**config.mk**
```make
export PLATFORM = sky130hd
export DESIGN_NAME = rr_ring_arbiter
export DESIGN_NICKNAME = d
export VERILOG_FILES = /design/src/rtl/arb_pkg.sv /design/src/rtl/rr_ring_arbiter_onehot_rotator.sv /design/src/rtl/rr_ring_arbiter.sv
export SDC_FILE = /design/constraint.sdc
export NUM_CORES = 1
export LEC_CHECK = 0
export ABC_AREA = 1
export BUFFER_PORTS_ARGS = -buffer_cell sky130_fd_sc_hd__buf_4
export CAP_MARGIN = 40
export CORE_ASPECT_RATIO = 1.4
export CORE_MARGIN = 2
export CORE_UTILIZATION = 40
export CTS_BUF_LIST = sky130_fd_sc_hd__clkbuf_4 sky130_fd_sc_hd__clkbuf_8
export DETAILED_ROUTE_END_ITERATION = 8
export GPL_ROUTABILITY_DRIVEN = 0
export PLACE_DENSITY_LB_ADDON = 0.05
export SLEW_MARGIN = 20
export SYNTH_ARGS = -nofsm -noshare
export SYNTH_HDL_FRONTEND = slang
export SYNTH_SLANG_ARGS = --single-unit
export TNS_END_PERCENT = 1
```
**constraint.sdc**
```tcl
create_clock -name clk -period 1.5 [get_ports clk]
set_input_delay 0 -clock clk [delete_from_list [all_inputs] [get_ports clk]]
set_output_delay 0 -clock clk [all_outputs]
set_load 0.01 [all_outputs]
```
**src/rtl/arb_pkg.sv**
```systemverilog
// Shared definitions for the round-robin ring arbiter: FSM state encoding,
// a constant clog2 helper and a one-hot to binary encoder.
package arb_pkg;

    // Two-state arbiter FSM: nobody owns the resource, or exactly one owner.
    typedef enum logic {
        S_IDLE  = 1'b0,
        S_GRANT = 1'b1
    } state_e;

    // Widest vector the encoder accepts (upper bound of the requester count).
    localparam int ONEHOT_MAX_W = 16;
    localparam int BIN_MAX_W    = 4;

    // Number of bits needed to hold values 0..n-1 (at least 1).
    function automatic int clog2(input int n);
        int r;
        r = 0;
        while ((1 << r) < n) begin
            r++;
        end
        return (r == 0) ? 1 : r;
    endfunction

    // One-hot to binary encoder; an all-zero input encodes as 0.
    function automatic logic [BIN_MAX_W-1:0] onehot_to_bin(input logic [ONEHOT_MAX_W-1:0] oh);
        logic [BIN_MAX_W-1:0] b;
        b = '0;
        for (int k = 0; k < ONEHOT_MAX_W; k++) begin
            if (oh[k]) begin
                b = b | BIN_MAX_W'(k);
            end
        end
        return b;
    endfunction

endpackage

```
**src/rtl/rr_ring_arbiter_onehot_rotator.sv**
```systemverilog
// One-hot priority pointer. On rotate it loads the given one-hot source
// rotated up by one position (bit N-1 wraps to bit 0); clear returns it to bit 0.
module onehot_rotator #(
    parameter int N = 4
) (
    input  logic         clk,
    input  logic         clear,
    input  logic         rot_en_i,
    input  logic [N-1:0] src_i,
    output logic [N-1:0] q_o
);

    localparam logic [N-1:0] RESET_VAL = N'(1);

    logic [N-1:0] q_q;
    logic [N-1:0] q_d;

    // Next pointer: hold, or the source rotated up by one on a release.
    always_comb begin
        // NOTE: default assignment first so every path drives q_d and no latch is inferred.
        q_d = q_q;
        if (rot_en_i) begin
            q_d = {src_i[N-2:0], src_i[N-1]};
        end
    end

    // Pointer register with synchronous clear taking precedence over rotation.
    always_ff @(posedge clk) begin
        // NOTE: state is updated with non-blocking assignments so all registers see pre-edge values.
        if (clear) begin
            q_q <= RESET_VAL;
        end else begin
            q_q <= q_d;
        end
    end

    assign q_o = q_q;

endmodule

```
**src/rtl/rr_ring_arbiter.sv**
```systemverilog
// Round-robin arbiter with a one-hot rotating priority pointer. A grant is
// held while its owner keeps requesting, for at most MAX_HOLD cycles, and
// every release is followed by exactly one idle cycle.
module rr_ring_arbiter
    import arb_pkg::*;
#(
    parameter int N        = 4,
    parameter int MAX_HOLD = 8
) (
    input  logic                clk,
    input  logic                clear,
    input  logic [N-1:0]        req,
    output logic [N-1:0]        grant,
    output logic                grant_valid,
    output logic [clog2(N)-1:0] grant_idx,
    output logic [N-1:0]        ptr
);

    localparam int         IDX_W     = clog2(N);
    localparam int         W2        = 2 * N;
    localparam int         HOLD_W    = 8;
    localparam logic [HOLD_W-1:0] HOLD_LAST = HOLD_W'(MAX_HOLD - 1);

    state_e              state_q;
    logic [N-1:0]        grant_q;
    logic                grant_valid_q;
    logic [IDX_W-1:0]    grant_idx_q;
    logic [HOLD_W-1:0]   hold_q;

    logic [N-1:0]        ptr_w;
    logic [N-1:0]        therm_w;
    logic [W2-1:0]       masked_w;
    logic [W2-1:0]       lowest_w;
    logic [N-1:0]        pick_w;
    logic [IDX_W-1:0]    pick_idx_w;
    logic                owner_req_w;
    logic                release_w;

    // Circular priority select: requests at or above the pointer occupy the
    // low half, the full request vector the high half (the wrapped search).
    // Isolating the lowest set bit and folding both halves gives the winner.
    assign therm_w    = ~(ptr_w - N'(1));
    assign masked_w   = {req, req & therm_w};
    assign lowest_w   = masked_w & (~masked_w + W2'(1));
    assign pick_w     = lowest_w[N-1:0] | lowest_w[W2-1:N];
    assign pick_idx_w = IDX_W'(onehot_to_bin(ONEHOT_MAX_W'(pick_w)));

    // The owner gives up the resource when it stops requesting or its burst is spent.
    assign owner_req_w = |(req & grant_q);
    assign release_w   = (state_q == S_GRANT) && (!owner_req_w || (hold_q == HOLD_LAST));

    onehot_rotator #(
        .N (N)
    ) u_ptr (
        .clk      (clk),
        .clear    (clear),
        .rot_en_i (release_w),
        .src_i    (grant_q),
        .q_o      (ptr_w)
    );

    // Arbiter FSM with registered grant outputs and burst counter.
    always_ff @(posedge clk) begin
        if (clear) begin
            state_q       <= S_IDLE;
            grant_q       <= '0;
            grant_valid_q <= 1'b0;
            grant_idx_q   <= '0;
            hold_q        <= '0;
        end else begin
            case (state_q)
                S_IDLE: begin
                    if (|req) begin
                        state_q       <= S_GRANT;
                        grant_q       <= pick_w;
                        grant_valid_q <= 1'b1;
                        grant_idx_q   <= pick_idx_w;
                        hold_q        <= '0;
                    end
                end
                S_GRANT: begin
                    if (release_w) begin
                        state_q       <= S_IDLE;
                        grant_q       <= '0;
                        grant_valid_q <= 1'b0;
                        grant_idx_q   <= '0;
                        hold_q        <= '0;
                    end else if (hold_q != HOLD_LAST) begin
                        hold_q <= hold_q + HOLD_W'(1);
                    end
                end
                default: begin
                    state_q <= S_IDLE;
                end
            endcase
        end
    end

    assign grant       = grant_q;
    assign grant_valid = grant_valid_q;
    assign grant_idx   = grant_idx_q;
    assign ptr         = ptr_w;

endmodule

```
==> reports/metrics.csv <==
metric,value,unit
status,"complete, no violations",
Clock Power Share,0.266,
"most common cell after layout, fill and taps aside",nand2_1,
Post-DP Area,1220,um2
vias in the first global route,984,
root buf cell,clkbuf_4,
P_sw,330,uW
CP arrival,1620,ps
Setup TNS Final,0,ps
pin count of the biggest net entering global routing,15,
slowest CP cell,dfxtp_4,
CP Class,register to register,
final setup fails,0,
# clock sinks,20,
Clock Skews,4.76,ps
initial antenna violation count,0,
DRT Pass-1 Iters,5,
Syn Nets,165,
worst skew pair latency,290,ps
WL final,2400,um
Slew Limit Fails,0,
clk slew on worst S/H paths,110,ps
Initial Util,0.426,
TritonCTS clock tree,built,
GRT Residual Overflow,0,
VDD IR max,440,uV
CTS H-tree lvls,1,
CP startpoint,u_ptr.q_o[0],
CP Capture Type,register,
Antenna diodes,0,
Comb pwr share,0.221,
final hold viol count,0,
Critical Path RT,1740,ps
routed vias,1023,
Pwr Density,881,nW/um2
CTS Buffer Depth,2,
final worst path period share,0.923,
unrepaired setup endpoints after global routing,true,
IO Count,17,
crit path time final,1380,ps
Startpoint Class,register,
die footprint,3030,um2
first-pass GRT wire length,3980,um
hold_sp,req[0],
initial drt markers,16,
Finished Cell Area,1300,um2
IO Port Bufs,16,
"commonest cells after routing, fill and taps aside","nand2_1, inv_1, buf_4",
Seq pwr share,0.513,
crit path cell chain,inv_2 -> ha_4 -> nand2_1 -> nand2_1 -> inv_1 -> nand2_1 -> inv_1 -> nand3b_1 -> nand2_1 -> nand2_2 -> a21oi_2,
Area Growth Syn to Fin,25.1,%
setup bufs post-CTS,0,
DP HPWL,1850,um
"flops & latches, synth",20,
Internal Pwr Total,818,uW
LEAKAGE,0.602,nW
sequential fraction of the synthesis area,0.385,
DR WL/cell,11.2,um
syn_area_per_cell,6.63,um2
Crit path max-delay family,simple AND/OR/NAND/NOR gates,
sw frac,0.287,
Fmax,0.722,GHz
fraction of layout cells with a size suffix above 1,0.206,
Nets,189,
FILL cells,264,
Core ar.,2440,um2
most repeated library cell on the critical path,nand2_1,
post-route ant nets,0,
Slew HR,0.843,
height of the die,64.4,um
CP max FO,4,
Worst-Margin Slew,234,ps
Netlist Area Pre-Place,1040,um2
YS warnings,0,
GRT Resource Usage Total,0.177,
max_cap viols,0,
CTS Buf Count,3,
crit-path max cell delay,380,ps
Layout Utilization,0.533,
number of library cell types mapped by synthesis,23,
post-DR vias/cell,4.78,
Power Total,1.15,mW
Die Wd,47.1,um
DRC,0,
reg2reg start,u_ptr.q_o[0],
CP Buf/Inv Count,3,
worst hold path type,primary input to register,
row count,21,
Cells after Synth,157,
==> power by group through the flow <==
stage	registers, mW	clock network (mW)	logic [mW]
finish	0.589	0.305	0.253
global route	0.595	0.348	0.289
CTS	0.588	0.318	0.245
detailed placement	0.599	0	0.242
global placement	0.599	0	0.240
floorplan	0.608	0	0.133
==> state kept, by name (all words and copies together) (netlist names) <==
name and count:
state_q 1, grant_valid 1, u_ptr.q_o 4, hold_q 8, grant 4, grant_idx 2
==> synth_stat cells, drive strengths merged <==
cell / count / area [um2]
o22ai: 1 / 6.26
xor2: 1 / 8.76
nor3: 3 / 15.0
o21a: 1 / 7.51
a21oi: 17 / 88.8
o211ai: 1 / 7.51
o21ai: 6 / 30.0
o21bai: 1 / 7.51
nand3: 13 / 77.6
ha: 2 / 25.0
nand3b: 1 / 7.51
nor2: 8 / 30.0
clkbuf: 1 / 3.75
nand2: 55 / 216
inv: 24 / 90.1
and3: 1 / 6.26
dfxtp: 20 / 400
nand4: 1 / 12.5
==> path summary, 6_finish.rpt <==
kind / to / depth (start not counted) / slack [ps]
setup / recovery: grant_idx[0] / 11 / 120
hold / removal: grant[0] / 5 / 110
setup reg to reg: grant_idx[0] / 11 / 120
hold reg to reg: hold_q[3] / 2 / 470
==> worst reg2reg max path, cell delays in order, from the launching register on <==
cell	delay [ps]
dfxtp_4	380
inv_2	50
ha_4	230
nand2_1	60
nand2_1	60
inv_1	50
nand2_1	70
inv_1	80
nand3b_1	80
nand2_1	80
nand2_2	70
a21oi_2	130
==> metal layers <==
metal | global-route usage | routed length [um] | vias to the layer above
met3 | 0.0169 | 71 | 2
met4 | 0.0625 | 21 | 0
met2 | 0.315 | 1280 | 11
met1 | 0.207 | 1030 | 464
li1 | - | - | 546
met5 | 0 | 0 | -
==> per-stage QoR <==
step                worst slack, ps  hold WS [ps]  cells
floorplan                      67.6          69.1    157
global placement              -19.2           281    209
CTS                            5.46           104    214
detailed placement            -7.76           288    209
global route                  -9.99           128    214
finish                          116           105    214
==> layout make-up <==
| type | count | area (um2) | share of cell area |
|---|---|---|---|
| Inverter | 24 | 90.1 | 0.0692 |
| Timing Repair Buffer | 20 | 153 | 0.117 |
| Tap cell | 34 | 42.5 | 0.0327 |
| Clock buffer | 4 | 36.3 | 0.0279 |
| Multi-Input combinational cell | 112 | 576 | 0.442 |
| Sequential cell | 20 | 405 | 0.311 |
==> timing repair <==
action,4_1_cts,5_1_grt
gates resized for setup,1,11
pin swaps,0,1
hold endpoints to repair,12,0
hold buffers,1,0
endpoints found under the setup margin,2,9
==> logic make-up (layout without fill, tap and decap cells) <==
logic type / count (synthesis) / count (layout) / share of synthesized area
XOR/XNOR: 1 / 1 / 0.00841
adder cells (fa/ha/maj): 2 / 2 / 0.0240
AND/OR/NAND/NOR: 82 / 82 / 0.351
buffers and inverters: 25 / 48 / 0.0901
flip-flops: 20 / 20 / 0.385
AO/OA/AOI/OAI: 27 / 27 / 0.142
Power figures use the tool's default switching activity.
